### src/rtl/s7_inverse_search_if.sv
// Request/result bus for the S7 inverse search block.
// The master side issues searches and consumes preimages; the slave side is the searcher.
interface s7_inverse_search_if;
   logic       req_valid;
   logic [3:0] req_value;
   logic       req_ready;
   logic       abort;
   logic       res_valid;
   logic [5:0] res_data;
   logic       res_last;
   logic       res_ready;
   logic       done;
   logic [2:0] match_count;

   modport master (
      output req_valid, req_value, abort, res_ready,
      input  req_ready, res_valid, res_data, res_last, done, match_count
   );

   modport slave (
      input  req_valid, req_value, abort, res_ready,
      output req_ready, res_valid, res_data, res_last, done, match_count
   );
endinterface

### src/rtl/s7_inverse_search.sv
// Exhaustive inverse of the DES S7 box: walks all 64 inputs in ascending order and
// streams every input whose S7 output equals the requested 4-bit target.

module s7_lookup (
   input  logic [5:0] din,
   output logic [3:0] dout
);
   // Each row packs its 16 columns as nibbles, column 0 in the least significant nibble.
   localparam logic [63:0] row0_tab = 64'h16A579C3D80FE2B4;
   localparam logic [63:0] row1_tab = 64'h68F2C53EA1947B0D;
   localparam logic [63:0] row2_tab = 64'h295086FAE73CDB41;
   localparam logic [63:0] row3_tab = 64'hC32EF0597A418DB6;

   logic [1:0]  row;
   logic [3:0]  col;
   logic [63:0] row_bits;

   assign row = {din[5], din[0]};
   assign col = din[4:1];

   always_comb begin
      case (row)
         2'd0:    row_bits = row0_tab;
         2'd1:    row_bits = row1_tab;
         2'd2:    row_bits = row2_tab;
         default: row_bits = row3_tab;
      endcase
   end

   assign dout = row_bits[{col, 2'b00} +: 4];
endmodule

module s7_inverse_search (
   input  logic                  clk,
   input  logic                  reset,
   s7_inverse_search_if.slave    bus
);
   typedef enum logic [1:0] {IDLE, SCAN, HOLD, DONE} state_t;

   state_t     state, state_n;
   logic [5:0] cnt, cnt_n;
   logic [3:0] target, target_n;
   logic [5:0] res_data, res_data_n;
   logic       res_valid, res_valid_n;
   logic       res_last, res_last_n;
   logic       done, done_n;
   logic [2:0] match_count, match_count_n;
   logic       req_ready, req_ready_n;
   logic [3:0] s7_out;

   s7_lookup u_s7 (
      .din  (cnt),
      .dout (s7_out)
   );

   // NOTE: every next-state variable gets its hold value first, so no path leaves one
   // unassigned and no latch is inferred.
   always_comb begin
      state_n       = state;
      cnt_n         = cnt;
      target_n      = target;
      res_data_n    = res_data;
      res_valid_n   = res_valid;
      res_last_n    = res_last;
      done_n        = 1'b0;
      match_count_n = match_count;

      case (state)
         IDLE: begin
            if (bus.req_valid) begin
               target_n      = bus.req_value;
               cnt_n         = 6'd0;
               match_count_n = 3'd0;
               state_n       = SCAN;
            end
         end
         SCAN: begin
            if (bus.abort) begin
               res_valid_n = 1'b0;
               res_last_n  = 1'b0;
               state_n     = IDLE;
            end else if (s7_out == target) begin
               res_data_n  = cnt;
               res_valid_n = 1'b1;
               res_last_n  = (match_count == 3'd3);
               state_n     = HOLD;
            end else if (cnt == 6'd63) begin
               done_n  = 1'b1;
               state_n = DONE;
            end else begin
               cnt_n = cnt + 6'd1;
            end
         end
         HOLD: begin
            // Abort wins over a simultaneous consumer handshake.
            if (bus.abort) begin
               res_valid_n = 1'b0;
               res_last_n  = 1'b0;
               state_n     = IDLE;
            end else if (bus.res_ready) begin
               res_valid_n   = 1'b0;
               res_last_n    = 1'b0;
               match_count_n = (match_count == 3'd4) ? 3'd4 : match_count + 3'd1;
               if (cnt == 6'd63) begin
                  done_n  = 1'b1;
                  state_n = DONE;
               end else begin
                  cnt_n   = cnt + 6'd1;
                  state_n = SCAN;
               end
            end
         end
         default: begin
            state_n = IDLE;
         end
      endcase

      req_ready_n = (state_n == IDLE);
   end

   // NOTE: sequential state uses non-blocking assignments so every register samples
   // the pre-edge values computed above, independent of statement order.
   always_ff @(posedge clk) begin
      if (reset) begin
         state       <= IDLE;
         cnt         <= 6'd0;
         target      <= 4'd0;
         res_data    <= 6'd0;
         res_valid   <= 1'b0;
         res_last    <= 1'b0;
         done        <= 1'b0;
         match_count <= 3'd0;
         req_ready   <= 1'b1;
      end else begin
         state       <= state_n;
         cnt         <= cnt_n;
         target      <= target_n;
         res_data    <= res_data_n;
         res_valid   <= res_valid_n;
         res_last    <= res_last_n;
         done        <= done_n;
         match_count <= match_count_n;
         req_ready   <= req_ready_n;
      end
   end

   assign bus.req_ready   = req_ready;
   assign bus.res_valid   = res_valid;
   assign bus.res_data    = res_data;
   assign bus.res_last    = res_last;
   assign bus.done        = done;
   assign bus.match_count = match_count;
endmodule

### src/flat_wrapper.sv
// flat-port wrapper written by rule: the top's interface ports become plain ports
module s7_inverse_search_flat 
  (clk, reset, bus_req_valid, bus_req_value, bus_abort, bus_res_ready, bus_req_ready, bus_res_valid, bus_res_data, bus_res_last, bus_done, bus_match_count);
  s7_inverse_search_if bus_i ();
  input  logic clk;
  input  logic reset;
  input wire logic [$bits(bus_i.req_valid)-1:0] bus_req_valid;
  input wire logic [$bits(bus_i.req_value)-1:0] bus_req_value;
  input wire logic [$bits(bus_i.abort)-1:0] bus_abort;
  input wire logic [$bits(bus_i.res_ready)-1:0] bus_res_ready;
  output wire logic [$bits(bus_i.req_ready)-1:0] bus_req_ready;
  output wire logic [$bits(bus_i.res_valid)-1:0] bus_res_valid;
  output wire logic [$bits(bus_i.res_data)-1:0] bus_res_data;
  output wire logic [$bits(bus_i.res_last)-1:0] bus_res_last;
  output wire logic [$bits(bus_i.done)-1:0] bus_done;
  output wire logic [$bits(bus_i.match_count)-1:0] bus_match_count;
  assign bus_i.req_valid = bus_req_valid;
  assign bus_i.req_value = bus_req_value;
  assign bus_i.abort = bus_abort;
  assign bus_i.res_ready = bus_res_ready;
  assign bus_req_ready = bus_i.req_ready;
  assign bus_res_valid = bus_i.res_valid;
  assign bus_res_data = bus_i.res_data;
  assign bus_res_last = bus_i.res_last;
  assign bus_done = bus_i.done;
  assign bus_match_count = bus_i.match_count;
  s7_inverse_search u_core (.clk(clk), .reset(reset), .bus(bus_i));
endmodule
### config.mk
export PLATFORM = sky130hd
export DESIGN_NAME = s7_inverse_search_flat
export DESIGN_NICKNAME = d
export VERILOG_FILES = /design/src/rtl/s7_inverse_search_if.sv /design/src/rtl/s7_inverse_search.sv /design/src/flat_wrapper.sv
export SDC_FILE = /design/constraint.sdc
export NUM_CORES = 1
export LEC_CHECK = 0
export ABC_CLOCK_PERIOD_IN_PS = 3000
export CORE_ASPECT_RATIO = 1.75
export CORE_MARGIN = 3
export CORE_UTILIZATION = 52
export DETAILED_ROUTE_END_ITERATION = 10
export PLACE_DENSITY = 0.76
export SLEW_MARGIN = 30
export SYNTH_ARGS = -nofsm -noshare
export SYNTH_HDL_FRONTEND = slang
export SYNTH_SLANG_ARGS = --single-unit
### constraint.sdc
create_clock -name clk -period 3 [get_ports clk]
set_input_delay 0.3 -clock clk [delete_from_list [all_inputs] [get_ports clk]]
set_output_delay 0.3 -clock clk [all_outputs]
set_load 0.05 [all_outputs]
== Word-level counts from Yosys, hierarchy flattened ==
Index checks and enable logic that the tools add are counted.
Widths: inputs -> output; s select.

* Add/sub/neg operators: 2
* Equal/unequal tests: 15
* Shift operators: 1
* Mux-type cells: 35
* Bitwise logic cells: 1
* Reductions and logical operators: 11

{| class="wikitable"
|+ Operators with widths
! kind !! count
|-
| $pmux 64 s3 || 1
|-
| $shiftx 64x7->4 || 1
|-
| $mux 6 || 6
|-
| $pmux 6 s3 || 1
|-
| $mux 2 || 7
|-
| $mux 3 || 4
|-
| $mux 1 || 11
|-
| $ne 2x2->1 const B || 5
|-
| $add 6x1->6 const B || 1
|-
| $eq 6x6->1 const B || 1
|-
| $logic_not 2->1 || 3
|-
| $pmux 1 s2 || 3
|-
| $pmux 2 s3 || 1
|-
| $pmux 3 s2 || 1
|-
| $reduce_and 3->1 || 2
|-
| $reduce_and 6->1 || 1
|-
| $eq 2x1->1 const B || 2
|-
| $eq 2x2->1 const B || 2
|-
| $eq 4x4->1 || 1
|-
| $reduce_and 4->1 || 1
|-
| $reduce_bool 2->1 || 2
|-
| $add 3x1->3 const B || 1
|-
| $eq 3x2->1 const B || 1
|-
| $eq 3x3->1 const B || 1
|-
| 5 further kinds || 5
|}

* Output and inout bits: 13
* Register bits: 25

== Logic depth before layout (Yosys ltp) ==
Gate-level depths: netlist (run 1).

* Word-level depth: 8
* Depth in mapped cells: 11
* Depth with buffers taken out: 10

== Modules after synthesis ==
From an unflattened synthesis (run 1), not the netlist that was laid out.

* Cells, all modules: 269
* Area, all modules: 2,054.5 um^2

{| class="wikitable"
|+ Modules (own cells, without submodules)
! module !! area each (um^2) !! instances !! cells each !! seq. area each (um^2)
|-
| s7_inverse_search || 1,405.1 || 1 || 169 || 500.5
|-
| s7_lookup || 649.4 || 1 || 100 || 0.0
|}

== Worst setup path before layout (run 1) ==
OpenSTA, ideal clock, no wires.

* Path kind: register to register
* Start: register u_core.cnt[0]
* End: register u_core.res_data[0] (netlist: u_core.bus.res_data[0])
* Path buffers: 1
* Data required time: 2.884 ns
* Cell stages (with the launch flop): 12
* Data arrival time: 2.800 ns
* Path slack: 0.084 ns
* Clock period less this slack: 2.916 ns
* Cell sequence: dfxtp_1 > inv_1 > ha_1 > buf_4 > inv_2 > mux4_2 > o22ai_1 > mux2i_1 > xor2_2 > nor4_4 > mux2i_1 > nor2_1

* Cells in the longest elaborated chain, start to end: 5
* Elaborated cells between the ends (all ways): 7

{| class="wikitable"
|+ RTL lines
! what !! RTL line !! text
|-
| start: declaration || s7_inverse_search.sv:41 || <nowiki>logic [5:0] cnt, cnt_n;</nowiki>
|-
| start signal: assignment || s7_inverse_search.sv:136 || <nowiki>cnt <= cnt_n;</nowiki>
|-
| $eq 2x2->1, or another cell as far along || s7_inverse_search.sv:22 || <nowiki>case (row)</nowiki>
|-
| $pmux 64 s3 || s7_inverse_search.sv:22 ||
|-
| $shiftx 64x7->4 || s7_inverse_search.sv:30 || <nowiki>assign dout = row_bits[{col, 2'b00} +: 4];</nowiki>
|-
| $eq 4x4->1 || s7_inverse_search.sv:82 || <nowiki>end else if (s7_out == target) begin</nowiki>
|-
| $reduce_and 3->1 (no line) || n/a ||
|-
| end signal: assignment || s7_inverse_search.sv:138 || <nowiki>res_data <= res_data_n;</nowiki>
|-
| end: declaration || s7_inverse_search.sv:43 || <nowiki>logic [5:0] res_data, res_data_n;</nowiki>
|}

Several ways; a longest one is shown, not always the timed one.
A chain may end at the register's enable or synchronous reset.

== Final worst setup path (run 1) ==
* Start: register u_core.cnt[5]
* End: register u_core.cnt[4]

* Cells in the longest elaborated chain, start to end: 6
* Elaborated cells between the ends (all ways): 15

{| class="wikitable"
|+ RTL lines
! what !! RTL line
|-
| $eq 2x2->1, or another cell as far along || s7_inverse_search.sv:22
|-
| $pmux 64 s3 || s7_inverse_search.sv:22
|-
| $shiftx 64x7->4 || s7_inverse_search.sv:30
|-
| $eq 4x4->1 || s7_inverse_search.sv:82
|-
| $ne 2x2->1 (no line) || n/a
|-
| $reduce_and 6->1 (no line) || n/a
|}

Several ways; a longest one is shown, not always the timed one. The select of a mux whose other input is x is not followed.

==> results.tsv, run 1 <==
metric	value	unit
grtUsageTotal	0.222	
rr_startpoint	u_core.cnt[5]	
timing_hold_violations_final	0	
dieArea	5240	um^2
crit_fanout	6	
regArea	502	um^2
cts_root_buf	clkbuf_8	
min_path_type	flop to flop	
clock_latency	0.27	ns
ios	22	
yosysUniqueCellTypes	73	
setup_violations	0	
crit_path_start	u_core.cnt[5]	
cts_buffers	3	
powerDensity	279	nW/um^2
core_area	4190	um^2
cts-htree-levels	1	
startpoint_type	flop	
power.total	0.000782	W
grt_first_pass_wirelength	9240	um
synth_top_family_by_area	compound AO/OA/AOI/OAI gates	
synthSimpleGateAreaFrac	0.211	
vdd_ir_drop_max	323	uV
insertedDiodeCount	0	
finalNetCount	322	
period_minus_slack	2.96	ns
clkTransAtPathRegs	0.09	ns
rsz0062_at_grt	true	
grt_max_degree	19	
yosys_most_used_dff	dfxtp_1	
grt-ovfl-total	0	
first_pass_iters	4	
num_vias	2122	
required	3.19	ns
criticalPathCategory	flop to flop	
instances_no_fill	343	
synth-compound-area-share	0.254	
syn_area	2270	um^2
synthCells	258	
antenna_found_initial	0	
fin_crit_sh	0.986	
synth-seq-cells	25	
arrival	3.15	ns
clock_skew	0.00213	ns
max_freq	338	MHz
max-slew-margin-rel	0.551	
slew_violations	0	
post-place-cells	336	
cts_buffer_depth	2	
fin_ws	0.0414	ns
synth.avg_cell_area	8.82	um^2
netlist.area_leader.share	0.220	
pre_cts_ws	-0.0148	ns
final_layout_size_suffix_gt1_frac	0.265	
rows	31	
multi_input_area	1660	um^2
postRouteAntennaNets	0	
gp_congestion	0.878	
die_w	56.0	um
grt_pass1_vias	1991	
start_util	0.543	
synth_warnings	0	
drc	0	
critPathCaptureType	flop	
die_h	93.5	um
outcome	complete, no violations	
yosysTopAreaCell	dfxtp_1	
synth.net_count	285	
p_leak	0.987	nW
synth_xor_area_frac	0.0226	
worst_pin_slew	0.671	ns
synth_area_leaders	dfxtp_1, ha_1, mux2i_1	
synthArstFlopShare	0	
vias_per_cell	6.19	
dp_hpwl	4460	um
io_buffer_count	21	
fin_util	0.668	
synth.area.mux_share	0.0902	
routedWlPerCell	17.3	um
maxCapViolations	0	
synth_edf_count	0	
area_growth	23.0	%
synth_adder_area_share	0.0990	
n_fill_cell	329	
hold_start	u_core.target[0]	
routed_wl	5930	um
tritoncts	done	
drt_iter0_markers	71	
ys_seq_area_frac	0.220	
numClockSinks	25	
-- worst max-delay path, stage by stage, from the launching register on --
cell and delay [ns]:
dfxtp_2 0.34, buf_4 0.14, buf_4 0.16, ha_2 0.20, mux2_4 0.26, mux4_2 0.48, or3_4 0.36, nand4b_4 0.12
o31ai_4 0.11, buf_4 0.16, a211o_4 0.34, o32ai_2 0.20
-- cell type report --
type | instances | share of cell area
Timing Repair Buffer | 49 | 0.160
Clock buffer | 3 | 0.0148
Multi-Input combinational cell | 196 | 0.594
Sequential cell | 25 | 0.179
Inverter | 20 | 0.0268
Tap cell | 49 | 0.0219
Clock inverter | 1 | 0.00268
-- flip-flops by register name, summed over array words and instances (netlist names) --
| name | flops |
|---|---|
| u_core.bus.res_last | 1 |
| u_core.state | 2 |
| u_core.bus.done | 1 |
| u_core.bus.req_ready | 1 |
| u_core.bus.res_data | 6 |
| u_core.bus.match_count | 3 |
| u_core.target | 4 |
| u_core.cnt | 6 |
| u_core.bus.res_valid | 1 |
-- cells in the final DEF (no fill, tap or decap), types with 3 or more instances in the layout --
cell type / instances
inv_1: 15
nand3_1: 10
mux2i_1: 11
nor3b_1: 3
clkbuf_8: 3
buf_4: 25
nor3_1: 3
ha_4: 5
o211ai_1: 3
dfxtp_1: 24
nor2_1: 17
xnor2_1: 3
nand2_1: 23
a21oi_1: 13
a221oi_1: 3
clkdlybuf4s50_1: 21
a211o_1: 3
a32oi_1: 3
nand2b_1: 7
o21ai_0: 10
ha_1: 11
nor2b_1: 3
inv_2: 4
-- per-stage QoR --
| stage | setup TNS [ns] | hold WS, ns | instance area (um^2) |
|---|---|---|---|
| 2_1_floorplan | 0 | 0.445 | 2270 |
| 3_3_place_gp | 0 | 0.469 | 2600 |
| 3_5_place_dp | -0.0183 | 0.481 | 2600 |
| 4_1_cts | 0 | 0.499 | 2650 |
| 5_1_grt | -0.0529 | 0.530 | 2800 |
| 6_report | 0 | 0.501 | 2800 |
-- cells in the mapped netlist, drive strengths merged (3+ instances only) --
library cell and n:
a21oi 13, a32oi 4, o211ai 3, o22ai 3
nor3b 3, a31o 3, nor3 4, nor2b 4
a221oi 4, o21ai 11, nand3 10, xnor2 3
clkbuf 8, or2 4, and2b 3, dfxtp 25
buf 9, ha 18, nand2b 7, mux2i 13
nand2 23, inv 19, a211o 5, nor2 17
-- cells by family (layout without fill, tap and decap cells) --
family / Yosys count / in the layout
AO/OA/AOI/OAI: 72 / 72
AND/OR/NAND/NOR: 84 / 84
multiplexers: 17 / 17
adder cells (fa/ha/maj): 18 / 18
buffers and inverters: 37 / 73
flip-flops: 25 / 25
XOR/XNOR: 5 / 5
-- layer usage --
metal | track usage | part of all wire | up-vias | routed length, um
li1 | - | - | 1019 | -
met1 | 0.228 | 0.37 | 1013 | 2180
met2 | 0.415 | 0.54 | 67 | 3200
met3 | 0.0276 | 0.034 | 23 | 201
met4 | 0.135 | 0.058 | 0 | 342
met5 | 0 | 0 | - | 0
-- path summary, 6_finish.rpt --
check | endpoint | slack, ns | cells past startpoint
worst max-delay path | u_core.cnt[4] | 0.04 | 11
worst min-delay path | u_core.target[0] | 0.50 | 2
worst max register to register | u_core.cnt[4] | 0.04 | 11
worst min register to register | u_core.target[0] | 0.50 | 2
-- where the power goes --
group	switching, W	internal, W	leakage, nW
registers	0.00000801	0.000341	0.203
logic	0.000127	0.0000997	0.762
clock network	0.000113	0.0000944	0.0217
-- what timing repair did --
action,CTS,global route
hold buffers,0,0
endpoints found under the setup margin,5,16
gates resized for setup,1,23
pin swaps,0,8
setup buffers,0,3
Power figures use the tool's default switching activity.
==> run 2, diff against run 1 <==
--- a/config.mk
+++ b/config.mk
@@ -10,6 +10,7 @@
 export CORE_MARGIN = 3
 export CORE_UTILIZATION = 52
 export DETAILED_ROUTE_END_ITERATION = 10
+export HOLD_SLACK_MARGIN = 0.12
 export PLACE_DENSITY = 0.76
 export SLEW_MARGIN = 30
 export SYNTH_ARGS = -nofsm -noshare
==> constraint.sdc (replaced) <==
create_clock -name clk -period 3 [get_ports clk]
set_input_delay 0.6 -clock clk [delete_from_list [all_inputs] [get_ports clk]]
set_output_delay 0.6 -clock clk [all_outputs]
set_load 0.05 [all_outputs]
==> run 2 against run 1 <==
  * Power increased by 0.71%
  * Clock power about the same
  * Non-clock buffer count unchanged
  * Design area decreased by 0.22%
  * Sequential share of layout area increased by 0.13 points
  * Largest cell class unchanged
  * Highest routed layer unchanged
==> results.tsv, run 2 (synthesis gave the netlist of run 1 again) <==
metric	value	unit	change
grt_pass1_vias	2128		was 1991
reg2reg_depth	12		was 11
cts-htree-levels	1		unchanged
post-place-cells	336		unchanged
io_buffer_count	21		unchanged
vias_per_cell	6.06		was 6.19
first_pass_iters	4		unchanged
drt_iter0_markers	50		was 71
grt_max_degree	18		was 19
tritoncts	done		unchanged
powerDensity	282	nW/um^2	was 279 nW/um^2
outcome	complete, no violations		unchanged
largestRegisters	u_core.bus.res_data (6), u_core.cnt (6), u_core.target (4)		unchanged
switching_share	0.315		was 0.316
most-common-layout-cells	buf_4, nand2_1, dfxtp_1		was buf_4, dfxtp_1, nand2_1
grtUsageTotal	0.228		was 0.222
setup_violations	0		unchanged
pre_cts_ws	-0.0578	ns	was -0.0148 ns
final_layout_size_suffix_gt1_frac	0.286		was 0.265
regArea	504	um^2	was 502 um^2
switching_power	0.000248	W	was 0.000247 W
multi_input_area	1670	um^2	was 1660 um^2
startpoint_type	flop		unchanged
dieArea	5240	um^2	unchanged
clock_latency	0.27	ns	about the same
pwr-share-comb	0.293		was 0.290
fin_crit_sh	0.966		was 0.986
required	3.18	ns	was 3.19 ns
whs_path_depth	2		unchanged
die_h	93.5	um	unchanged
holdBufCountCts	0		unchanged
max_freq	345	MHz	was 338 MHz
numClockSinks	25		unchanged
gp_congestion	0.915		was 0.878
arrival	3.07	ns	was 3.15 ns
cts_root_buf	clkbuf_8		unchanged
ios	22		unchanged
critPathCaptureType	flop		unchanged
rows	31		unchanged
instances_no_fill	343		unchanged
routed_wl	5910	um	was 5930 um
criticalPathCategory	flop to flop		unchanged
timing_hold_violations_final	0		unchanged
dp_hpwl	4560	um	was 4460 um
vdd_ir_drop_max	264	uV	was 323 uV
postRouteAntennaNets	0		unchanged
grt-ovfl-total	0		unchanged
antenna_found_initial	0		unchanged
slew_violations	0		unchanged
worst_pin_slew	0.666	ns	was 0.671 ns
period_minus_slack	2.90	ns	was 2.96 ns
maxCapViolations	0		unchanged
sequentialPowerShare	0.444		was 0.446
area_growth	22.8	%	was 23.0%
die_w	56.0	um	unchanged
drc	0		unchanged
finalNetCount	322		unchanged
insertedDiodeCount	0		unchanged
clock_skew	0.00299	ns	was 0.00213 ns
cts_buffers	3		unchanged
clkTransAtPathRegs	0.09	ns	about the same
cts_buffer_depth	2		unchanged
grt_first_pass_wirelength	9650	um	was 9240 um
clkPwrFrac	0.263		was 0.265
core_area	4190	um^2	unchanged
routedWlPerCell	17.2	um	was 17.3 um
start_util	0.543		unchanged
crit_fanout	8		was 6
fin_ws	0.102	ns	was 0.0414 ns
num_vias	2080		was 2122
p_leak	0.988	nW	was 0.987 nW
p_int	0.000540	W	was 0.000535 W
n_fill_cell	335		was 329
max-slew-margin-rel	0.554		was 0.551
min_path_type	flop to flop		unchanged
mostFrequentLayoutCell	buf_4		unchanged
==> run 2: cell counts in the layout (fill, tap and decap cells not counted) <==
No cell type changed its count.
==> run 2: power groups by stage <==
stage | sequential [W] | combinational [W] | clock [W]
after floorplan | 0.000366 | 0.000136 | 0
after global placement | 0.000356 | 0.000206 | 0
final | 0.000350 | 0.000231 | 0.000207
after global routing | 0.000351 | 0.000249 | 0.000218
after detailed placement | 0.000357 | 0.000209 | 0
after CTS | 0.000349 | 0.000211 | 0.000212
==> run 2: worst paths after layout <==
| kind | startpoint | to | slack (ns) |
|---|---|---|---|
| worst max-delay path | u_core.cnt[5] | u_core.cnt[2] | 0.10 |
| worst max register to register | u_core.cnt[5] | u_core.cnt[2] | 0.10 |
| worst min-delay path | u_core.target[0] | u_core.target[0] | 0.49 |
| worst min register to register | u_core.target[0] | u_core.target[0] | 0.49 |
==> run 2: cell type report <==
| class | instances | share of cell area |
|---|---|---|
| clock buffer | 3 | 0.0148 |
| clock inverter | 1 | 0.00269 |
| inverter | 20 | 0.0269 |
| multi-input combinational | 196 | 0.597 |
| sequential | 25 | 0.181 |
| tap | 49 | 0.0220 |
| timing repair buffer | 49 | 0.156 |
==> run 2: per-stage QoR <==
| step | power [W] | hold slack (ns) | utilization | TNS [ns] | instance area, um^2 |
|---|---|---|---|---|---|
| global route | 0.000819 | 0.530 | 0.667 | -0.0231 | 2790 |
| detailed placement | 0.000566 | 0.482 | 0.617 | -0.125 | 2580 |
| floorplan | 0.000502 | 0.459 | - | 0 | 2270 |
| CTS | 0.000772 | 0.494 | 0.629 | 0 | 2640 |
| global placement | 0.000562 | 0.470 | 0.617 | -0.00737 | 2580 |
| finish | 0.000788 | 0.494 | 0.667 | 0 | 2790 |
==> run 2: routing by layer <==
layer	up-vias	track usage	part of all wire
li1	1018	-	-
met3	21	0.0262	0.022
met2	39	0.445	0.55
met4	0	0.133	0.049
met5	-	0	0
met1	1002	0.222	0.38
==> run 2: what timing repair did <==
action,4_1_cts,5_1_grt
setup endpoints to repair,7,15
buffers inserted,0,3
gates resized for setup,1,29
pin swaps,0,8
endpoints found under the hold margin,0,0
==> run 2: worst max-delay path, stage by stage, from the launching register on <==
cell	delay, ns
dfxtp_2	0.33
buf_4	0.15
ha_2	0.20
buf_4	0.15
mux2_1	0.31
o22ai_1	0.23
a31oi_2	0.09
mux2i_2	0.26
nand4b_4	0.15
o31ai_4	0.37
buf_4	0.18
a221oi_1	0.07
o32ai_1	0.32
